$ cat config.mk
export PLATFORM = sky130hd
export DESIGN_NAME = im_loader
export DESIGN_NICKNAME = d
export VERILOG_FILES = /design/src/rtl/im_loader.sv
export SDC_FILE = /design/constraint.sdc
export NUM_CORES = 1
export LEC_CHECK = 0
export BUFFER_PORTS_ARGS = -buffer_cell sky130_fd_sc_hd__buf_2
export CORE_ASPECT_RATIO = 0.5
export CORE_UTILIZATION = 50
export DETAILED_ROUTE_END_ITERATION = 7
export PLACE_DENSITY = 0.66
export SLEW_MARGIN = 20
export SYNTH_ARGS = -nofsm -noshare
export SYNTH_HDL_FRONTEND = slang
export SYNTH_SLANG_ARGS = --single-unit
export TNS_END_PERCENT = 30
$ cat constraint.sdc
create_clock -name clock -period 2.29 [get_ports clock]
set_input_delay 0.458 -clock clock [delete_from_list [all_inputs] [get_ports clock]]
set_output_delay 0.458 -clock clock [all_outputs]
set_load 0.01 [all_outputs]
$ cat src/rtl/im_loader.sv
// im_loader: boot-time instruction-memory writer.
// Receives a framed byte stream (SYNC, LEN_HI, LEN_LO, 4*N data bytes, CHK),
// assembles big-endian 32-bit words and issues one-cycle IM write pulses.
// The CPU is held in reset until the image is loaded and its XOR checksum matches.
module im_loader #(
  parameter int          ADDR_W    = 10,
  parameter logic [7:0]  SYNC_BYTE = 8'hA5
) (
  input  logic              clock,
  input  logic              reset,
  input  logic [7:0]        in_data,
  input  logic              in_valid,
  output logic              in_ready,
  output logic              im_we,
  output logic [ADDR_W-1:0] im_waddr,
  output logic [31:0]       im_wdata,
  output logic              cpu_hold,
  output logic              done,
  output logic              err
);

  typedef enum logic [2:0] {
    ST_SYNC   = 3'd0,
    ST_LEN_HI = 3'd1,
    ST_LEN_LO = 3'd2,
    ST_DATA   = 3'd3,
    ST_CHK    = 3'd4,
    ST_DONE   = 3'd5,
    ST_ERR    = 3'd6
  } state_t;

  // Largest legal word count: the full IM capacity.
  localparam logic [16:0]     CAP_WORDS = 17'd1 << ADDR_W;
  localparam logic [ADDR_W:0] CNT_ONE   = {{ADDR_W{1'b0}}, 1'b1};

  // Running checksum fold: XOR of every data byte.
  function automatic logic [7:0] chk_fold(input logic [7:0] acc, input logic [7:0] b);
    chk_fold = acc ^ b;
  endfunction

  state_t          state_r;
  logic [ADDR_W:0] word_cnt_r;   // one extra bit so a full-capacity image does not wrap
  logic [1:0]      byte_idx_r;
  logic [15:0]     len_r;
  logic [7:0]      chk_r;
  logic [23:0]     asm_r;        // first three bytes of the word being assembled

  logic            accept_s;
  logic [15:0]     n_s;
  logic            oversize_s;
  logic [ADDR_W:0] word_cnt_inc_s;
  logic            last_word_s;

  assign accept_s       = in_valid & in_ready;
  assign n_s            = {len_r[15:8], in_data};
  assign oversize_s     = ({1'b0, n_s} > CAP_WORDS);
  assign word_cnt_inc_s = word_cnt_r + CNT_ONE;
  assign last_word_s    = (16'(word_cnt_inc_s) == len_r);

  // Frame-parsing state machine with all outputs registered.
  always_ff @(posedge clock or negedge reset) begin
    if (!reset) begin
      state_r    <= ST_SYNC;
      in_ready   <= 1'b0;
      im_we      <= 1'b0;
      im_waddr   <= '0;
      im_wdata   <= 32'h0000_0000;
      cpu_hold   <= 1'b1;
      done       <= 1'b0;
      err        <= 1'b0;
      word_cnt_r <= '0;
      byte_idx_r <= 2'd0;
      len_r      <= 16'h0000;
      chk_r      <= 8'h00;
      asm_r      <= 24'h00_0000;
    end else begin
      im_we <= 1'b0;
      case (state_r)
        ST_SYNC: begin
          in_ready <= 1'b1;
          if (accept_s && (in_data == SYNC_BYTE)) begin
            state_r <= ST_LEN_HI;
          end else begin
            state_r <= ST_SYNC;
          end
        end
        ST_LEN_HI: begin
          in_ready <= 1'b1;
          if (accept_s) begin
            len_r[15:8] <= in_data;
            state_r     <= ST_LEN_LO;
          end else begin
            state_r <= ST_LEN_HI;
          end
        end
        ST_LEN_LO: begin
          if (accept_s) begin
            len_r[7:0] <= in_data;
            word_cnt_r <= '0;
            byte_idx_r <= 2'd0;
            chk_r      <= 8'h00;
            if (oversize_s) begin
              state_r  <= ST_ERR;
              in_ready <= 1'b0;
              err      <= 1'b1;
            end else if (n_s == 16'h0000) begin
              state_r  <= ST_CHK;
              in_ready <= 1'b1;
            end else begin
              state_r  <= ST_DATA;
              in_ready <= 1'b1;
            end
          end else begin
            in_ready <= 1'b1;
          end
        end
        ST_DATA: begin
          in_ready <= 1'b1;
          if (accept_s) begin
            asm_r      <= {asm_r[15:0], in_data};
            chk_r      <= chk_fold(chk_r, in_data);
            byte_idx_r <= byte_idx_r + 2'd1;
            if (byte_idx_r == 2'd3) begin
              im_we      <= 1'b1;
              im_waddr   <= word_cnt_r[ADDR_W-1:0];
              im_wdata   <= {asm_r, in_data};
              word_cnt_r <= word_cnt_inc_s;
              if (last_word_s) begin
                state_r <= ST_CHK;
              end else begin
                state_r <= ST_DATA;
              end
            end else begin
              state_r <= ST_DATA;
            end
          end else begin
            state_r <= ST_DATA;
          end
        end
        ST_CHK: begin
          if (accept_s) begin
            in_ready <= 1'b0;
            if (in_data == chk_r) begin
              state_r  <= ST_DONE;
              done     <= 1'b1;
              cpu_hold <= 1'b0;
            end else begin
              state_r <= ST_ERR;
              err     <= 1'b1;
            end
          end else begin
            in_ready <= 1'b1;
          end
        end
        ST_DONE: begin
          in_ready <= 1'b0;
          state_r  <= ST_DONE;
        end
        ST_ERR: begin
          in_ready <= 1'b0;
          state_r  <= ST_ERR;
        end
        default: begin
          in_ready <= 1'b0;
          err      <= 1'b1;
          state_r  <= ST_ERR;
        end
      endcase
    end
  end

endmodule

Word level (Yosys, flattened, before mapping)
Index checks and enable logic that the tools add are counted.
{"block": "classes", "add_sub_neg": 2, "mul": 0, "div": 0, "magnitude_cmp": 1, "eq_ne": 16, "shifts": 0, "muxes": 33, "bitwise_logic": 3, "n_reduce_logical": 15}
{"cell": "$mux 11", "n": 3}
{"cell": "$pmux 11 s2", "n": 1}
{"cell": "$mux 3", "n": 7}
{"cell": "$pmux 3 s6", "n": 1}
{"cell": "$eq 11x16->1", "n": 1}
{"cell": "$gt 16x11->1 const B", "n": 1}
{"cell": "$logic_not 16->1", "n": 1}
{"cell": "$mux 8", "n": 2}
{"cell": "$pmux 8 s2", "n": 1}
{"cell": "$ne 2x2->1 const B", "n": 6}
{"cell": "$add 11x1->11 const B", "n": 1}
{"cell": "$mux 1", "n": 11}
{"cell": "$eq 3x3->1 const B", "n": 3}
{"cell": "$reduce_and 3->1", "n": 3}
{"cell": "$eq 8x8->1", "n": 1}
{"cell": "$eq 8x8->1 const B", "n": 1}
{"cell": "$mux 2", "n": 4}
{"cell": "$reduce_and 2->1", "n": 4}
{"cell": "$xor 8x8->8", "n": 1}
{"cell": "$eq 3x2->1 const B", "n": 2}
{"cell": "$pmux 1 s3", "n": 2}
{"cell": "$reduce_and 5->1", "n": 1}
{"cell": "$reduce_or 5->1", "n": 1}
{"cell": "$pmux 2 s2", "n": 1}
{"cell": "other kinds (10)", "n": 10}
{"block": "word_totals", "regBits": 111, "latchBits": 0, "ramBits": 0, "romBits": 0, "input_bits": 11, "out_inout_bits": 47, "word_cells": 84, "mem_count": 0}

Depth between registers and ports, before layout
Gate-level depths: netlist (run 1).
{"block": "logic_depth", "ltp_word": 6, "mapped_depth": 9}

Worst setup path after synthesis (run 1)
No wires, ideal clock.
{"block": "synth_timing", "kind": "input to register", "startpoint": "in in_data[6]", "endpoint": "reg state_r[1]", "setup_time_ns": 0.127, "t_arrival_ns": 1.939, "required_time_ns": 2.163, "path_slack_ns": 0.224, "path_stages": 5, "cell_sequence": "or4_4 > or4_4 > o21a_1 > a211oi_2 > o21ai_1"}
{"block": "synth_via", "elab_chain_len": 5, "elab_cells_between_ends": 9}
{"element": "from (decl)", "line": "11", "source": "input logic [7:0] in_data,"}
{"element": "branches (longest 4 deep; another with $gt 16x11->1)"}
{"element": "$pmux 3 s6 *", "line": "78", "source": "case (state_r)"}
{"element": "to (signal assigned)", "line": "82", "source": "state_r <= ST_LEN_HI;"}
{"element": "to (signal assigned)", "line": "103", "source": "state_r <= ST_ERR;"}
{"element": "to (signal assigned)", "line": "107", "source": "state_r <= ST_CHK;"}
{"element": "to (decl)", "line": "41", "source": "state_t state_r;"}
Mark *: on every way between the ends. The select of a mux whose other input is x is not followed.
A chain may end at the register's enable or synchronous reset.

Worst setup path in the final report (run 1)
{"block": "layout_timing", "startpoint": "reg len_r[14]", "endpoint": "reg state_r[2]"}
{"block": "layout_via", "elab_chain_len": 5, "elab_cells_between_ends": 10}
{"element": "from (decl)", "line": "44", "source": "logic [15:0] len_r;"}
{"element": "from (signal assigned)", "line": "90", "source": "len_r[15:8] <= in_data;"}
{"element": "branches (longest 4 deep; another with $gt 16x11->1)"}
{"element": "$pmux 3 s6 *", "line": "78"}
{"element": "to (signal assigned)", "line": "82"}
{"element": "to (signal assigned)", "line": "129", "source": "state_r <= ST_CHK;"}
{"element": "to (signal assigned)", "line": "131", "source": "state_r <= ST_DATA;"}
Marked as above.

==> results of run 1 <==
==> routing by layer <==
layer	wire, µm	vias up	track usage	share of wire
li1	-	1825	-	-
met1	5580	1803	0.335	0.52
met2	4610	68	0.334	0.43
met3	458	8	0.0518	0.043
met4	97	0	0.0757	0.0090
met5	0	-	0	0
==> synthesized netlist by cell type, types with 3 or more instances <==
| cell | instances |
|---|---|
| xor2_1 | 3 |
| and3_1 | 7 |
| xnor2_1 | 9 |
| nand4_1 | 10 |
| o31ai_1 | 4 |
| nor2_1 | 4 |
| nand2b_1 | 17 |
| a31oi_1 | 3 |
| o21ai_0 | 33 |
| clkbuf_1 | 27 |
| mux2_2 | 40 |
| nor2b_1 | 6 |
| a22o_1 | 10 |
| nand2_1 | 148 |
| nand3_1 | 6 |
| dfrtp_1 | 110 |
| and2_1 | 5 |
| or2_2 | 3 |
| a21oi_1 | 8 |
| or3_1 | 3 |
| inv_1 | 3 |
==> area by class of cell <==
type | count | share of cell area
clock buffer | 9 | 0.0384
clock inverter | 7 | 0.0171
inverter | 4 | 0.00256
multi-input combinational | 353 | 0.359
sequential | 111 | 0.474
tap | 135 | 0.0288
timing repair buffer | 79 | 0.0798
==> flip-flops by register name, summed over array words and instances (netlist names) <==
signal / flops
state_r: 3
cpu_hold: 1
asm_r: 24
im_we: 1
im_waddr: 10
err: 1
len_r: 16
chk_r: 8
word_cnt_r: 11
done: 1
byte_idx_r: 2
im_wdata: 32
in_ready: 1
==> worst min-delay path by stage <==
| stage | slack, ns | depth (start not counted) | end | startpoint |
|---|---|---|---|---|
| floorplan | 0.16 | 0 | asm_r[0]$_DFFE_PN0P_ | reset |
| global placement | 0.38 | 1 | chk_r[7]$_DFFE_PN0P_ | reset |
| detailed placement | 0.39 | 1 | chk_r[7]$_DFFE_PN0P_ | reset |
| CTS | 0.40 | 3 | im_wdata[5]$_DFFE_PN0P_ | in_data[5] |
| global route | 0.44 | 3 | im_wdata[5]$_DFFE_PN0P_ | in_data[5] |
| finish | 0.42 | 3 | im_wdata[5]$_DFFE_PN0P_ | in_data[5] |
==> report_power, final <==
group	total (mW)	switching, mW	internal, mW
clock network	1.67	0.790	0.883
logic	1.78	0.865	0.915
registers	3.24	0.516	2.72
==> critical path, stage by stage, from the launching register on <==
cell	delay, ns
dfrtp_1	0.38
or4_1	0.52
nor2_1	0.36
nand4_1	0.13
nor4b_1	0.27
nand3_1	0.13
o21ai_0	0.17
==> cells by family (layout without fill, tap and decap cells) <==
kind of cell	after synthesis	after routing	synth area share
AND/OR/NAND/NOR	227	227	0.213
flip-flops	111	111	0.555
AO/OA/AOI/OAI	72	72	0.0913
multiplexers	40	40	0.0900
buffers and inverters	32	99	0.0240
XOR/XNOR	12	12	0.0210
adder cells (fa/ha/maj)	2	2	0.00500
==> metrics by stage <==
stage / util / worst slack (ns) / total power, mW / hold slack [ns] / std cells
finish: 0.612 / 0.245 / 6.69 / 0.425 / 698
global route: 0.612 / 0.0415 / 7.15 / 0.445 / 698
CTS: 0.612 / 0.240 / 6.76 / 0.403 / 698
detailed placement: 0.577 / 0.00112 / 5.07 / 0.387 / 681
global placement: 0.577 / 0.0574 / 4.99 / 0.385 / 681
floorplan: - / 0.224 / 4.34 / 0.162 / 496
==> run_results.csv, run 1 <==
group,metric,value,unit
layout,area_growth_syn_to_layout,17.1,%
place,gp_congestion,0.874,
layout,diodes,0,
synthesis,synth_edf_count,0,
worst_setup_path,r2r_slack,0.24,ns
timing,hold_violations,0,
grt,grt_overflow,0,
synthesis,yosys.area.top_type_share,0.550,
worst_setup_path,crit_path_end_kind,"flop",
power,leakagePower,2.84,nW
detailed_routing,ant_nets,0,
worst_setup_path,cp.arrival,2.32,ns
worst_setup_path,crit_type,"reg2reg",
clock_tree,clk_pin_slew,0.08,ns
layout,fin_nets,571,
clock_tree,cts_tree,"built",
synthesis,synth_nets,509,
detailed_routing,routedWlPerCell,15.4,µm
detailed_routing,drt-vias-per-instance,5.31,
worst_setup_path,timing.rr.start,"len_r[14]$_DFFE_PN0P_",
die,die_area,0.0104,mm²
synthesis,yosysUniqueCellTypes,47,
worst_setup_path,cp_data_required_time,2.56,ns
detailed_routing,drt_iter0_drc,227,
detailed_routing,drt_wl_total,10700,µm
clock_tree,clkLatencyLatePin,0.36,ns
power,ir_worst_vdd,0.000461,V
timing,tightest_slew,0.566,ns
clock_tree,cts_made_buffers,9,
layout,seqCellArea,0.00278,mm²
place,dp.final_hpwl,7140,µm
timing,fmax,489,MHz
place,place_area,0.00553,mm²
clock_tree,cts.sinks,111,
synthesis,postSynth.asyncResetShare,1.00,
worst_setup_path,rr_endpoint,"state_r[2]$_DFFE_PN0P_",
timing,finalSetupViolations,0,
worst_setup_path,crit_end,"state_r[2]$_DFFE_PN0P_",
clock_tree,cts_hold_buf,1,
flow_run,drv_cap,0,
synthesis,syn_area,0.00500,mm²
grt,grt_pass1_wl,17900,µm
synthesis,yosysWarnings,0,
layout,layout_commonest_cell,"nand2_1",
die,die_h,72.7,µm
worst_setup_path,startpoint_type,"flop",
synthesis,synth_area_leaders,"dfrtp_1 (55%), nand2_1 (11%), mux2_2 (9.0%)",
die,start_util,0.523,
place,io_buffers,57,
worst_hold_path,hold_path.class,"in2reg",
status,outcome,"finished clean",
layout,layout_common_cells,"nand2_1 (148), dfrtp_1 (110), buf_2 (56)",
clock_tree,clockRootBuffer,"clkbuf_16",
grt,antenna_found_initial,0,
timing,fin_crit_sh,0.893,
power,p_per_area,1140,mW/mm²
die,fp.coreArea,0.00957,mm²
timing,period_minus_slack,2.05,ns
clock_tree,h-tree-depth,3,
grt,gr-usage-all-layers,0.228,
timing,fin_skew,0.00905,ns
layout,layout-drive-gt1-share,0.252,
die,die_w,143,µm
grt,grt_max_degree,67,
layout,fillers,829,
die,ios,58,
worst_setup_path,reg2regPathDepth,6,
synthesis,seq_area_frac_synth,0.555,
layout,multi_input_area,0.00210,mm²
timing,slew_viol_final,0,
worst_setup_path,startpoint,"len_r[14]$_DFFE_PN0P_",
synthesis,synth_seq_cells,111,
grt,grt_pass1_vias,3461,
detailed_routing,vias,3704,
clock_tree,clockBufferDepth,2,
detailed_routing,dr.pass1.iters,4,
layout,fin_area,0.00586,mm²
die,std_cell_rows,25,
clock_tree,post_cts_resized,0,
synthesis,dominantRegCellSynth,"dfrtp_1",
timing,fin_setup_tns,0,ns
synthesis,synth_largest_area_cell,"dfrtp_1",
timing,rsz0062_at_grt,"no",
detailed_routing,drc,0,
synthesis,synthCells,496,
timing,slew_headroom,0.623,
clock_tree,postCtsSetupBuffers,0,
worst_setup_path,critPathMaxFanout,6,
synthesis,syn_avg_cell_area,10.1,µm²
No activity file was read; power rests on OpenSTA's default activity.
==> run 2: changes to the inputs <==
PLACE_DENSITY = 0.69   (was 0.66)
clock period = 1.8 ns   (was 2.29 ns; I/O delays follow)
==> run_results.csv, run 2 (synthesized netlist as in run 1, its figures left out) <==
group,metric,value,unit
worst_setup_path,reg2regPathDepth,5,
worst_hold_path,hold_depth,4,
place,place_area,0.00577,mm²
detailed_routing,routedWlPerCell,15.3,µm
clock_tree,h-tree-depth,3,
die,std_cell_rows,25,
timing,fmax,526,MHz
grt,grt_max_degree,52,
grt,grt_overflow,0,
clock_tree,clkLatencyLatePin,0.36,ns
clock_tree,cts_tree,"built",
die,die_h,72.7,µm
clock_tree,clk_pin_slew,0.08,ns
place,io_buffers,57,
layout,fin_nets,598,
layout,top_regs,"im_wdata x32, asm_r x24, len_r x16",
layout,fin_area,0.00618,mm²
grt,grt_pass1_wl,18100,µm
worst_setup_path,startpoint_type,"flop",
power,ir_worst_vdd,0.000611,V
worst_setup_path,crit_type,"reg2reg",
clock_tree,postCtsSetupBuffers,0,
power,p_per_area,1410,mW/mm²
layout,fillers,796,
worst_setup_path,critPathMaxFanout,3,
grt,grt_pass1_vias,3653,
layout,fin_cells,725,
detailed_routing,vias,3831,
timing,slew_headroom,0.669,
timing,finalSetupViolations,2,
die,die_w,143,µm
place,pre_cts_ws,-0.305,ns
timing,period_minus_slack,1.90,ns
place,numPlacedInstances,708,
detailed_routing,drc,0,
detailed_routing,drt_wl_total,11100,µm
timing,rsz0062_at_grt,"yes",
worst_setup_path,crit_path_end_kind,"flop",
worst_setup_path,cp.arrival,2.14,ns
timing,fin_setup_tns,-0.135,ns
detailed_routing,ant_nets,0,
place,gp_congestion,0.879,
timing,tightest_slew,0.497,ns
timing,fin_skew,0.00707,ns
clock_tree,clockBufferDepth,2,
worst_hold_path,hold_path.class,"in2reg",
layout,layout-drive-gt1-share,0.315,
die,die_area,0.0104,mm²
place,dp.final_hpwl,7550,µm
layout,largest_reg_flops,32,
status,outcome,"complete, but fails checks",
detailed_routing,drt_iter0_drc,231,
layout,diodes,0,
timing,fin_crit_sh,1.06,
layout,layout_common_cells,"nand2_1 (148), dfrtp_1 (108), buf_2 (56)",
detailed_routing,dr.pass1.iters,4,
worst_setup_path,cp_data_required_time,2.04,ns
grt,gr-usage-all-layers,0.231,
layout,layout_commonest_cell,"nand2_1",
timing,whs,0.365,ns
flow_run,drv_cap,0,
timing,slew_viol_final,0,
clock_tree,cts.sinks,111,
clock_tree,clockRootBuffer,"clkbuf_16",
grt,antenna_found_initial,0,
power,leakagePower,3.00,nW
detailed_routing,drt-vias-per-instance,5.28,
layout,top_register,"im_wdata",
status,violations,"setup timing",
die,start_util,0.523,
power,total_power,8.72,mW
clock_tree,cts_made_buffers,9,
layout,final_util,0.646,
timing,hold_violations,0,
timing,setup_slack,-0.0996,ns
die,fp.coreArea,0.00957,mm²
layout,area_growth_syn_to_layout,23.5,%
die,ios,58,
==> run 2: cell types whose count changed in the layout (fill, tap and decap cells not counted), moves of 3 or more <==
cell	change
o21ai_1	+4
buf_12	+3
buf_4	+22
o21ai_0	-4
==> run 2: path summary, 6_finish.rpt <==
path,from,to,slack [ns]
worst min-delay path,in_data[6],im_wdata[6]$_DFFE_PN0P_,0.37
worst min register to register,asm_r[20]$_DFFE_PN0P_,im_wdata[28]$_DFFE_PN0P_,0.47
max in group asynchronous,reset,word_cnt_r[2]$_DFFE_PN0P_,0.73
worst max-delay path,len_r[9]$_DFFE_PN0P_,state_r[1]$_DFFE_PN0P_,-0.1
min in group asynchronous,reset,chk_r[4]$_DFFE_PN0P_,0.51
worst max register to register,len_r[9]$_DFFE_PN0P_,state_r[1]$_DFFE_PN0P_,-0.1
==> run 2: layout make-up <==
type | instances | area (µm²) | area share
Sequential cell | 111 | 2780 | 0.450
Multi-Input combinational cell | 353 | 2200 | 0.356
Timing Repair Buffer | 106 | 716 | 0.116
Clock buffer | 9 | 225 | 0.0364
Tap cell | 135 | 169 | 0.0273
Clock inverter | 7 | 75.1 | 0.0121
Inverter | 4 | 15.0 | 0.00243
==> run 2: metal layers <==
metal  global-route usage  up-vias  share of wire
met3               0.0538       13          0.039
met2                0.352       74           0.44
met5                    0        -              0
met1                0.327     1863           0.51
met4               0.0768        0          0.014
li1                     -     1881              -
==> run 2: power by group <==
part | internal (mW) | switching (mW) | leakage [nW]
Combinational | 1.38 | 1.22 | 1.45
Clock | 0.986 | 1.01 | 0.148
Sequential | 3.47 | 0.657 | 1.40
==> run 2: timing repair <==
action	CTS	global route
pin swaps	0	4
endpoints found under the hold margin	28	0
endpoints found under the setup margin	4	7
gates resized for setup	7	19
hold buffers	1	0
==> run 2: worst max-delay path: stages (launching register included) <==
cell,delay (ns)
dfrtp_1,0.38
or4_4,0.48
or4_4,0.44
o21a_1,0.21
a211oi_2,0.17
o21ai_1,0.10
